File: config.mk
export PLATFORM = sky130hd
export DESIGN_NAME = dff_bank_arbiter_flat
export DESIGN_NICKNAME = d
export VERILOG_FILES = /design/src/rtl/dff_bank_arbiter_pkg.sv /design/src/rtl/dff_bank_arbiter_if.sv /design/src/rtl/dff_bank_arbiter_chk.sv /design/src/rtl/dff_bank_r.sv /design/src/rtl/dff_bank_arbiter.sv /design/src/flat_wrapper.sv
export SDC_FILE = /design/constraint.sdc
export NUM_CORES = 1
export LEC_CHECK = 0
export ABC_AREA = 0
export CAP_MARGIN = 25
export CORE_MARGIN = 2
export CORE_UTILIZATION = 47
export DETAILED_ROUTE_END_ITERATION = 8
export HOLD_SLACK_MARGIN = 0.12
export MAX_ROUTING_LAYER = met4
export PLACE_DENSITY = 0.87
export SLEW_MARGIN = 20
export SYNTH_ARGS = -nofsm -noshare
export SYNTH_HDL_FRONTEND = slang
export SYNTH_HIERARCHICAL = 1
export SYNTH_SLANG_ARGS = --single-unit
File: constraint.sdc
create_clock -name Clk -period 2.65 [get_ports Clk]
set_input_delay 0.265 -clock Clk [delete_from_list [all_inputs] [get_ports Clk]]
set_output_delay 0.265 -clock Clk [all_outputs]
set_load 0.03 [all_outputs]
File: src/rtl/dff_bank_arbiter_pkg.sv
// Shared definitions for the register-bank arbiter: FSM encoding and
// index-width helper used to size the round-robin pointer and counters.
package dff_bank_arbiter_pkg;

    typedef enum logic [1:0] {
        S_IDLE    = 2'd0,
        S_OWNED   = 2'd1,
        S_RELEASE = 2'd2
    } arb_state_e;

    // Bits needed to hold an index in 0..n-1 (at least one bit).
    function automatic int idx_width(input int n);
        if (n <= 1) begin
            return 1;
        end else begin
            return $clog2(n);
        end
    endfunction

endpackage

File: src/rtl/dff_bank_arbiter_if.sv
// Requester-side bus of the register-bank arbiter: per-requester request,
// write strobe and data in; grant, status and bank contents out.
interface dff_bank_arbiter_if #(
    parameter int N     = 4,
    parameter int WIDTH = 8
);
    logic [N-1:0]       req;
    logic [N-1:0]       wr_en;
    logic [N*WIDTH-1:0] wdata;
    logic [N-1:0]       grant;
    logic               busy;
    logic               preempt;
    logic [WIDTH-1:0]   Q;

    modport master (
        output req, wr_en, wdata,
        input  grant, busy, preempt, Q
    );

    modport slave (
        input  req, wr_en, wdata,
        output grant, busy, preempt, Q
    );
endinterface

File: src/rtl/dff_bank_arbiter_chk.sv
// Protocol checker for the arbiter outputs: grant is one-hot or zero and
// busy always reflects whether a grant is active.
module dff_bank_arbiter_chk #(
    parameter int N = 4
) (
    input logic         Clk,
    input logic         Reset_n,
    input logic [N-1:0] i_grant,
    input logic         i_busy
);

    a_grant_onehot0: assert property (
        @(posedge Clk) disable iff (!Reset_n) $onehot0(i_grant)
    );

    a_busy_matches_grant: assert property (
        @(posedge Clk) disable iff (!Reset_n) (i_busy == (|i_grant))
    );

endmodule

File: src/rtl/dff_bank_r.sv
// Shared storage: WIDTH-bit register with asynchronous clear and an
// enable-gated load of D on the rising clock edge.
module dff_bank_r #(
    parameter int WIDTH = 8
) (
    input  logic             Clk,
    input  logic             Reset_n,
    input  logic             i_en,
    input  logic [WIDTH-1:0] i_d,
    output logic [WIDTH-1:0] o_q
);

    logic [WIDTH-1:0] r_q;

    // Bank storage: clear on reset, load D when enabled, otherwise hold.
    always_ff @(posedge Clk or negedge Reset_n) begin
        if (!Reset_n) begin
            r_q <= '0;
        end else if (i_en) begin
            r_q <= i_d;
        end else begin
            r_q <= r_q;
        end
    end

    assign o_q = r_q;

endmodule

File: src/rtl/dff_bank_arbiter.sv
// Round-robin arbiter giving N requesters exclusive write ownership of one
// shared WIDTH-bit register bank, with a bounded hold time under contention.
module dff_bank_arbiter
    import dff_bank_arbiter_pkg::*;
#(
    parameter int N        = 4,
    parameter int WIDTH    = 8,
    parameter int MAX_HOLD = 8
) (
    input logic               Clk,
    input logic               Reset_n,
    dff_bank_arbiter_if.slave bus
);

    localparam int IW = idx_width(N);
    localparam int HW = $clog2(MAX_HOLD + 1);
    localparam logic [HW-1:0] HOLD_LAST = HW'(MAX_HOLD - 1);
    localparam logic [N-1:0]  ONE_HOT0  = {{(N-1){1'b0}}, 1'b1};

    arb_state_e       r_state;
    logic [N-1:0]     r_grant;
    logic             r_busy;
    logic             r_preempt;
    logic [IW-1:0]    r_ptr;
    logic [IW-1:0]    r_owner;
    logic [HW-1:0]    r_hold;

    logic             w_pick_valid;
    logic [IW-1:0]    w_pick_idx;
    logic             w_owner_req;
    logic             w_others;
    logic             w_wr_load;
    logic [WIDTH-1:0] w_wr_data;
    logic [IW:0]      w_cand;

    // Round-robin search: first requester at or above the pointer, wrapping.
    // Scanning offsets high-to-low lets the smallest offset win last.
    always_comb begin
        w_pick_valid = 1'b0;
        w_pick_idx   = '0;
        w_cand       = '0;
        for (int i = N - 1; i >= 0; i--) begin
            w_cand = {1'b0, r_ptr} + (IW+1)'(i);
            if (w_cand >= (IW+1)'(N)) begin
                w_cand = w_cand - (IW+1)'(N);
            end else begin
                w_cand = w_cand;
            end
            if (bus.req[w_cand[IW-1:0]]) begin
                w_pick_valid = 1'b1;
                w_pick_idx   = w_cand[IW-1:0];
            end else begin
                w_pick_valid = w_pick_valid;
            end
        end
    end

    // Owner status and write path; the owner's own req gates its write strobe.
    always_comb begin
        w_owner_req = |(bus.req & r_grant);
        w_others    = |(bus.req & ~r_grant);
        w_wr_load   = (r_state == S_OWNED) && (|(bus.req & bus.wr_en & r_grant));
        w_wr_data   = '0;
        for (int i = 0; i < N; i++) begin
            if (r_owner == IW'(i)) begin
                w_wr_data = bus.wdata[i*WIDTH +: WIDTH];
            end else begin
                w_wr_data = w_wr_data;
            end
        end
    end

    // Arbitration FSM: grant, hold-time enforcement, release and pointer advance.
    always_ff @(posedge Clk or negedge Reset_n) begin
        if (!Reset_n) begin
            r_state   <= S_IDLE;
            r_grant   <= '0;
            r_busy    <= 1'b0;
            r_preempt <= 1'b0;
            r_ptr     <= '0;
            r_owner   <= '0;
            r_hold    <= '0;
        end else begin
            r_preempt <= 1'b0;
            case (r_state)
                S_IDLE: begin
                    if (w_pick_valid) begin
                        r_grant <= ONE_HOT0 << w_pick_idx;
                        r_busy  <= 1'b1;
                        r_owner <= w_pick_idx;
                        r_hold  <= '0;
                        r_state <= S_OWNED;
                    end else begin
                        r_grant <= '0;
                        r_busy  <= 1'b0;
                    end
                end
                S_OWNED: begin
                    if (!w_owner_req) begin
                        r_grant <= '0;
                        r_busy  <= 1'b0;
                        r_hold  <= '0;
                        r_state <= S_RELEASE;
                    end else if (w_others) begin
                        if (r_hold == HOLD_LAST) begin
                            r_grant   <= '0;
                            r_busy    <= 1'b0;
                            r_preempt <= 1'b1;
                            r_hold    <= '0;
                            r_state   <= S_RELEASE;
                        end else begin
                            r_hold <= r_hold + HW'(1);
                        end
                    end else begin
                        r_hold <= '0;
                    end
                end
                S_RELEASE: begin
                    // Move past the last owner so it cannot win back-to-back.
                    if (r_owner == IW'(N - 1)) begin
                        r_ptr <= '0;
                    end else begin
                        r_ptr <= r_owner + IW'(1);
                    end
                    r_grant <= '0;
                    r_busy  <= 1'b0;
                    r_state <= S_IDLE;
                end
                default: begin
                    r_grant <= '0;
                    r_busy  <= 1'b0;
                    r_hold  <= '0;
                    r_state <= S_IDLE;
                end
            endcase
        end
    end

    dff_bank_r #(.WIDTH(WIDTH)) u_bank (
        .Clk     (Clk),
        .Reset_n (Reset_n),
        .i_en    (w_wr_load),
        .i_d     (w_wr_data),
        .o_q     (bus.Q)
    );

    dff_bank_arbiter_chk #(.N(N)) u_chk (
        .Clk     (Clk),
        .Reset_n (Reset_n),
        .i_grant (r_grant),
        .i_busy  (r_busy)
    );

    assign bus.grant   = r_grant;
    assign bus.busy    = r_busy;
    assign bus.preempt = r_preempt;

endmodule

File: src/flat_wrapper.sv
// flat-port wrapper written by rule: the top's interface ports become plain ports
module dff_bank_arbiter_flat import dff_bank_arbiter_pkg::*;
#(
    parameter int N        = 4,
    parameter int WIDTH    = 8,
    parameter int MAX_HOLD = 8
)
  (Clk, Reset_n, bus_req, bus_wr_en, bus_wdata, bus_grant, bus_busy, bus_preempt, bus_Q);
  dff_bank_arbiter_if #(.N(N), .WIDTH(WIDTH)) bus_i ();
  input logic Clk;
  input logic Reset_n;
  input wire logic [$bits(bus_i.req)-1:0] bus_req;
  input wire logic [$bits(bus_i.wr_en)-1:0] bus_wr_en;
  input wire logic [$bits(bus_i.wdata)-1:0] bus_wdata;
  output wire logic [$bits(bus_i.grant)-1:0] bus_grant;
  output wire logic [$bits(bus_i.busy)-1:0] bus_busy;
  output wire logic [$bits(bus_i.preempt)-1:0] bus_preempt;
  output wire logic [$bits(bus_i.Q)-1:0] bus_Q;
  assign bus_i.req = bus_req;
  assign bus_i.wr_en = bus_wr_en;
  assign bus_i.wdata = bus_wdata;
  assign bus_grant = bus_i.grant;
  assign bus_busy = bus_i.busy;
  assign bus_preempt = bus_i.preempt;
  assign bus_Q = bus_i.Q;
  dff_bank_arbiter #(.N(N), .WIDTH(WIDTH), .MAX_HOLD(MAX_HOLD)) u_core (.Clk(Clk), .Reset_n(Reset_n), .bus(bus_i));
endmodule
* Word-level counts from Yosys, hierarchy flattened *
Cells that the tools add are included.

operators by class
  add/sub/neg operators = 9
  magnitude comparators = 8
  eq/ne operators = 9
  shifts and indexed selects = 1
  mux-type cells = 49
  bitwise operators = 6
  reductions and logical operators = 10

operators by type and width
  kind                                                         count
  2-to-1 mux 4 bit                                             8
  2-to-1 mux 8 bit                                             4
  2-to-1 mux 2 bit                                             13
  bitwise AND 4 bit                                            4
  2-to-1 mux 1 bit                                             16
  less-than comparator 2 x 3 -> 1 bit (second input constant)  4
  case mux 4 bit (3 select lines)                              1
  OR reduction 4 bit                                           3
  greater-or-equal comparator 3 bit (second input constant)    3
  binary-select mux 1 bit (select 2 bit)                       4
  case mux 4 bit (2 select lines)                              1
  subtractor 2 x 1 -> 2 bit (second input constant)            4
  adder 2 x 2 -> 3 bit (second input constant)                 2
  == test 2 bit (second input constant)                        3
  inequality test 3 bit (second input constant)                2
  AND reduction 2 bit                                          3
  adder 4 x 1 -> 4 bit (second input constant)                 1
  == test 2 x 1 -> 1 bit (second input constant)               2
  == test 4 x 3 -> 1 bit (second input constant)               1
  logical NOT 2 bit                                            2
  inverter 4 bit                                               1
  case mux 2 bit (2 select lines)                              1
  left shift 1 x 2 -> 4 bit (first input constant)             1
  adder 2 x 1 -> 3 bit (second input constant)                 1
  other kinds (7)                                              7

storage, ports and cells
  register bits after elaboration = 24
  bits of input ports = 42
  output and inout bits = 14
  word-level logic and storage cells = 100

* Depth between registers and ports, before layout *
Gate-level depths: netlist of run 1.

  depth in word-level cells = 12
  depth in mapped cells = 8
  gate-level depth less buffers = 7

* Cells and area by module *
Netlist of run 1, hierarchy kept.

modules (own cells, without submodules)
  module            times used  cells an instance  area each (sq um)  sequential area each (sq um)
  dff_bank_arbiter  1           126                1128.6             400.4
  dff_bank_r        1           17                 331.6              200.2

* Worst setup path before layout of run 1 *
OpenSTA, ideal clock, no wires.

  kind = register to register
  from = reg u_core.r_owner[1]
  to = reg u_core.u_bank.r_q[5] (netlist: u_core/u_bank/o_q[5])
  library setup time = 125 ps
  data arrival time = 1576 ps
  data required time = 2525 ps
  setup slack = 949 ps
  cell stages (with the launch flop) = 8
  buffers on the path = 1
  period minus slack after synthesis = 1701 ps
  cells stage by stage = dfrtp_1 -> inv_1 -> ha_1 -> clkbuf_1 -> nor2b_1 -> a221oi_1 -> o31ai_1 -> mux2_4

between the ends
  word-level cells in the longest chain between the ends = 5
  elaborated cells on any way between the ends = 8
  classes of those cells = eq/ne: 3; mux: 4; reduce/logical: 1

ends and longest elaborated chain
  element                        RTL line                text
  from (decl)                    dff_bank_arbiter.sv:25  logic [IW-1:0] r_owner;
  from (signal assigned)         dff_bank_arbiter.sv:90  r_owner <= w_pick_idx;
  logical NOT 2 bit              dff_bank_arbiter.sv:65  if (r_owner == IW'(i)) begin
  2-to-1 mux 8 bit (3 in a row)  dff_bank_arbiter.sv:65
  2-to-1 mux 8 bit *             dff_bank_arbiter.sv:65
  via u_core.w_wr_data[5]        dff_bank_arbiter.sv:33  logic [WIDTH-1:0] w_wr_data;
  to (signal assigned)           dff_bank_r.sv:20        r_q <= i_d;
  to (signal assigned)           dff_bank_r.sv:22        r_q <= r_q;
  to (decl)                      dff_bank_r.sv:13        logic [WIDTH-1:0] r_q;

Mark *: on every way through the listed nets, which the timed path passes. The rest lies on a longest branch.
A chain may end at the register's enable or synchronous reset.

* Final worst setup path of run 1 *
  from = reg u_core.r_owner[0]
  to = reg u_core.u_bank.r_q[1] (netlist: u_core/u_bank/o_q[1])

The elaborated chain is that of the path after synthesis.

==> results.ini, run 1 <==
[global_route]
antenna_found_initial = 0
track_usage = 0.222
overflow = 0
grt_pass1_wl_um = 5890
grt_max_degree = 25
grt_pass1_vias = 1286

[placement]
dp_hpwl_um = 2850
placed_cells = 228
place.gp.congestion = 0.852
port_buffers = 55
dp_slack_ns = 0.761

[setup_path]
r2r_setup_slack_ns = 0.71
reg2regPathDepth = 5
path_max_fanout = 10
cp_slowest_cell = dfrtp_1
end_kind = flop
cp_top_family = compound AO/OA/AOI/OAI gates
worstPathRequired_ns = 2.91
worst-path-buf-inv = 0
cp-start-kind = flop
critPathMaxStageDelay_ns = 0.45
r2r_end = u_core/u_bank/o_q[1]$_DFFE_PN0P_
reg2reg_from = u_core/r_owner[0]$_DFFE_PN0P_
path_cells = ha_1, nor2b_1, a221oi_1, o31ai_1, mux2_4
arrival_ns = 2.20
critical_path_class = reg -> reg

[route]
drc = 0
drt_iter0_markers = 84
firstDrtPassIters = 5
ant_nets = 0
via_per_inst = 5.92
wl_per_cell_um = 15.9
via_count = 1373
wl_um = 3690

[clock_network]
cts_resized = 0
cts.path.max_buffers = 2
clk_latency_ns = 0.31
cts_made_buffers = 3
cts_tree = built
clk_pin_slew_ns = 0.13
postCtsHoldBufs = 0
cts-htree-levels = 1
root_buffer = clkbuf_4
postCtsSetupBuffers = 0
cts_num_sinks = 24

[synthesis]
syn_inst = 143
ys_seq_area_frac = 0.411
synthArstFlopShare = 1.00
synth_nets = 190
yosysMostFrequentCell = dfrtp_1
yosysTopAreaCell = dfrtp_1
ys_types = 39
ys_ff_latch = 24
ys_top_cells_by_area = dfrtp_1, mux2_4, o31ai_1
syn_area_per_cell_um2 = 10.2
synth-main-ff-cell = dfrtp_1
synth_edf_count = 0
yosysWarnings = 6
yosysTopAreaCellShare = 0.411
synth_top_cells_by_count = dfrtp_1, nand2_1, nor2b_1, o31ai_1, mux2_4
syn_area_um2 = 1460

[final_layout]
fin_nets = 247
antennaDiodeCount = 0
n_fill_cell = 226
stdcell_count = 232
area_growth_pct = 42.2
drive_above_1_share = 0.111

[sta]
finClkSkew_ns = 0.00220
finalMaxSlewViolations = 0
rsz0062_at_grt = false
relSlewSlack = 0.633
setup_viol = 0
tightest_slew_ns = 0.550
fin_crit_sh = 0.732
clock.fmax_mhz = 516
tns_ns = 0
hold_viol = 0
layout_setup_ws_ns = 0.711
period_needed_ns = 1.94

[job]
drv_cap = 0

[power]
p_leak_uw = 0.000850
fin_total_pwr_uw = 1950
irDropWorstVdd_mv = 0.485
power_density_nw_per_um2 = 939

[hold_path]
hold_path.class = in -> async

[floorplan]
die_h_um = 59.7
die_x_um = 59.7
start_util = 0.486
core_area_um2 = 3000
ioPinCount = 56
die_area_um2 = 3570
rows = 20

[outcome]
run_status = complete, no violations

==> per-layer routing <==
layer / wire, um / track usage
met2: 1810 / 0.359
met5: 0 / -
met4: 67 / 0.0825
met1: 1650 / 0.290
met3: 160 / 0.0216
==> per-stage QoR <==
| step | utilization | hold slack (ns) | instance area [um^2] |
|---|---|---|---|
| after floorplan | - | -0.0306 | 1460 |
| after CTS | 0.692 | 0.285 | 2080 |
| after detailed placement | 0.680 | 0.493 | 2040 |
| final | 0.692 | 0.284 | 2080 |
| after global routing | 0.692 | 0.307 | 2080 |
| after global placement | 0.680 | 0.472 | 2040 |
==> worst max path at each step <==
stage / slack, ns / to / startpoint / cells past startpoint
after floorplan: 0.95 / u_core/u_bank/o_q[5]$_DFFE_PN0P_ / u_core/r_owner[1]$_DFFE_PN0P_ / 7
after global placement: 0.80 / u_core/u_bank/o_q[0]$_DFFE_PN0P_ / u_core/r_owner[1]$_DFFE_PN0P_ / 6
after detailed placement: 0.76 / u_core/bus.grant[3]$_DFFE_PN0P_ / bus_req[1] / 5
after CTS: 0.75 / u_core/u_bank/o_q[1]$_DFFE_PN0P_ / u_core/r_owner[1]$_DFFE_PN0P_ / 6
after global routing: 0.51 / u_core/u_bank/o_q[1]$_DFFE_PN0P_ / u_core/r_owner[1]$_DFFE_PN0P_ / 6
final: 0.71 / u_core/u_bank/o_q[1]$_DFFE_PN0P_ / u_core/r_owner[0]$_DFFE_PN0P_ / 5
==> placed cells by master (no fill, tap or decap), types with 2 or more instances in the layout <==
cell type / count
o22ai_1: 2
nand2_1: 16
clkbuf_4: 3
clkdlybuf4s50_1: 55
nand3_1: 5
a31oi_1: 2
dfrtp_1: 24
o31ai_1: 9
a21o_1: 3
a22o_1: 2
inv_1: 7
a22oi_1: 2
or2b_1: 2
buf_4: 2
nand2b_1: 5
mux2_4: 8
a221oi_1: 7
nor2_1: 3
ha_1: 5
nor2b_1: 9
o2bb2ai_1: 2
o21ai_0: 3
nor3_1: 2
a21oi_1: 4
==> power breakdown <==
part	internal (uW)	switching, uW	total (uW)	leakage (uW)
Clock	83.9	109	192	0.0000210
Sequential	499	132	631	0.000312
Combinational	549	577	1130	0.000517
Total	1130	817	1950	0.000850
==> registers in the layout (all words and copies together) (netlist names) <==
signal	cells
u_core/r_ptr	2
u_core/bus.preempt	1
u_core/u_bank/o_q	8
u_core/bus.grant	4
u_core/bus.busy	1
u_core/r_hold	4
u_core/r_owner	2
u_core/r_state	2
==> cell type report <==
type / instances / area [um^2] / area share
clock buffers: 4 / 36.3 / 0.0175
flip-flops and latches: 24 / 601 / 0.289
inverters: 7 / 26.3 / 0.0127
well taps: 33 / 41.3 / 0.0199
repair buffers: 57 / 566 / 0.272
multi-input cells: 107 / 807 / 0.389
==> kinds of logic (layout without fill, tap and decap cells) <==
family,Yosys count,after routing,share of synthesized area
buffers and inverters,12,68,0.0360
DFF,24,24,0.411
and+or+nand+nor,48,48,0.180
muxes,9,9,0.0900
AOI/OAI and AO/OA,45,45,0.240
adders and majority gates,5,5,0.0428
==> worst reg2reg max path: cells and delay by family (launching register included) <==
family                     cells  cell delay [ns]
adders and majority gates      1             0.35
and+or+nand+nor                1             0.44
DFF                            1             0.45
muxes                          1             0.20
AOI/OAI and AO/OA              2             0.46
Note: power is estimated with default switching activity, not from simulation.
==> run 2: changes to the inputs <==
CORE_UTILIZATION = 39   (was 47)
PLACE_DENSITY = 0.77   (was 0.87)
clock period = 1.7 ns   (was 2.65 ns; I/O delays follow)
==> run 2 against run 1 <==
Net effect:
- sequential power grew 54%
- worst hold slack lost 0.011 ns
- critical path depth grew 2
- clock power grew 73%
- via count grew 1.1%
- clock skew is essentially flat
- die area grew 19%
- register-to-register slack lost 0.67 ns
- final area grew 11%
- fmax grew 17%
- highest routed layer unchanged
==> results.ini, run 2 (synthesis results as in run 1) <==
[outcome]
run_status = complete, no violations

[final_layout]
final_common_cell = clkdlybuf4s50_1
fin_nets = 259  ; +4.9%
area_growth_pct = 58.4
drive_above_1_share = 0.238  ; +0.128
layout_common_cells = clkdlybuf4s50_1, dfrtp_1, nand2_1, buf_4
largest_reg_flops = 8  ; unchanged
antennaDiodeCount = 0  ; unchanged
stdcell_area_um2 = 2310  ; +11%

[clock_network]
cts_made_buffers = 3  ; unchanged
clk_pin_slew_ns = 0.08  ; -0.05 ns
cts_num_sinks = 24  ; unchanged
cts_tree = built
cts.path.max_buffers = 2  ; unchanged
cts-htree-levels = 1  ; unchanged
root_buffer = clkbuf_8
clk_latency_ns = 0.26  ; -0.05 ns

[route]
via_count = 1388  ; +1.1%
wl_um = 4210  ; +14%
wl_per_cell_um = 16.3  ; +2.5%
firstDrtPassIters = 4  ; -1
via_per_inst = 5.38  ; -9.1%
drc = 0  ; unchanged
ant_nets = 0  ; unchanged
drt_iter0_markers = 31  ; -63%

[sta]
clock.fmax_mhz = 601  ; +17%
finalMaxSlewViolations = 0  ; unchanged
setup_viol = 0  ; unchanged
layout_setup_ws_ns = 0.0361  ; -0.675 ns
relSlewSlack = 0.747  ; +0.114
period_needed_ns = 1.66  ; -0.275 ns
hold_viol = 0  ; unchanged
tightest_slew_ns = 0.379  ; -0.171 ns
finClkSkew_ns = 0.00256  ; +0.000355 ns
fin_hold_ws_ns = 0.272  ; -0.0114 ns
fin_crit_sh = 0.979  ; +0.247

[global_route]
antenna_found_initial = 0  ; unchanged
grt_pass1_wl_um = 6650  ; +13%
grt_pass1_vias = 1436  ; +12%
grt_max_degree = 25  ; unchanged
overflow = 0  ; unchanged
track_usage = 0.203  ; -0.0189

[power]
irDropWorstVdd_mv = 0.704  ; +45%
power_density_nw_per_um2 = 1530  ; +63%
p_leak_uw = 0.000934  ; +9.9%
fin_total_pwr_uw = 3530  ; +81%

[setup_path]
cp-start-kind = flop
end_kind = flop
critical_path_class = reg -> reg
worstPathRequired_ns = 1.85  ; -1.06 ns
cp_slowest_cell = dfrtp_1
critPathMaxStageDelay_ns = 0.38  ; -0.07 ns
path_max_fanout = 7  ; -3
path_cells = inv_2, ha_4, nor2b_2, buf_6, a221oi_2, o31ai_1, mux2_4
arrival_ns = 1.82  ; -0.38 ns

[floorplan]
ioPinCount = 56  ; unchanged
die_area_um2 = 4250  ; +19%
rows = 22  ; +10%
start_util = 0.402  ; -0.0844
core_area_um2 = 3630  ; +21%
die_h_um = 65.2  ; +9.1%
die_x_um = 65.2  ; +9.1%

[placement]
dp_hpwl_um = 3050  ; +7.1%
placed_cell_area_um2 = 2140  ; +5.0%
port_buffers = 55  ; unchanged
dp_slack_ns = -0.110  ; -0.871 ns
place.gp.congestion = 0.964  ; +13%

[job]
drv_cap = 0  ; unchanged

[hold_path]
hold_path.class = in -> async

## run 2: repair_timing
item	CTS	global route
pin swaps	0	3
gates resized for setup	2	22
endpoints found under the setup margin	7	8
setup buffers	1	0
hold buffers	0	0
## run 2: worst max-delay path: cells and delay by family (launching register included)
| family | cells | cell delay [ns] |
|---|---|---|
| DFF | 1 | 0.38 |
| AOI/OAI and AO/OA | 2 | 0.37 |
| and+or+nand+nor | 1 | 0.15 |
| muxes | 1 | 0.27 |
| buffers and inverters | 2 | 0.22 |
| adders and majority gates | 1 | 0.16 |
## run 2: layer usage
layer  part of all wire  GRT usage
met5                  0          -
met4              0.011     0.0599
met3              0.086     0.0411
met2               0.48      0.356
met1               0.42      0.237
## run 2: path summary, 6_finish.rpt
check	start	endpoint	slack [ns]	cells past startpoint
worst max-delay path	u_core/r_owner[0]$_DFFE_PN0P_	u_core/u_bank/o_q[5]$_DFFE_PN0P_	0.04	7
max in group asynchronous	Reset_n	u_core/u_bank/o_q[3]$_DFFE_PN0P_	1.19	2
worst min-delay path	Reset_n	u_core/bus.preempt$_DFF_PN0_	0.27	2
worst min register to register	u_core/bus.busy$_DFFE_PN0P_	u_core/bus.busy$_DFFE_PN0P_	0.49	1
worst max register to register	u_core/r_owner[0]$_DFFE_PN0P_	u_core/u_bank/o_q[5]$_DFFE_PN0P_	0.04	7
min in group Clk	u_core/bus.busy$_DFFE_PN0P_	u_core/bus.busy$_DFFE_PN0P_	0.49	1
## run 2: final cells by class
cell class | count | area [um^2]
timing repair buffer | 69 | 663
inverter | 7 | 26.3
clock buffer | 3 | 41.3
multi-input combinational | 107 | 921
tap | 48 | 60.1
fill | 302 | 1320
sequential | 24 | 601
## run 2: power by group
part           leakage (uW)  switching [uW]  internal, uW  total, uW
combinational      0.000600            1100          1130       2230
sequential         0.000312             192           780        972
clock             0.0000216             173           159        332
## run 2: metrics by stage
| stage | cells | TNS [ns] | util |
|---|---|---|---|
| CTS | 258 | -0.126 | 0.606 |
| global placement | 254 | -0.290 | 0.590 |
| floorplan | 143 | 0 | - |
| detailed placement | 254 | -0.919 | 0.590 |
| finish | 258 | 0 | 0.636 |
| global route | 258 | -0.0290 | 0.636 |
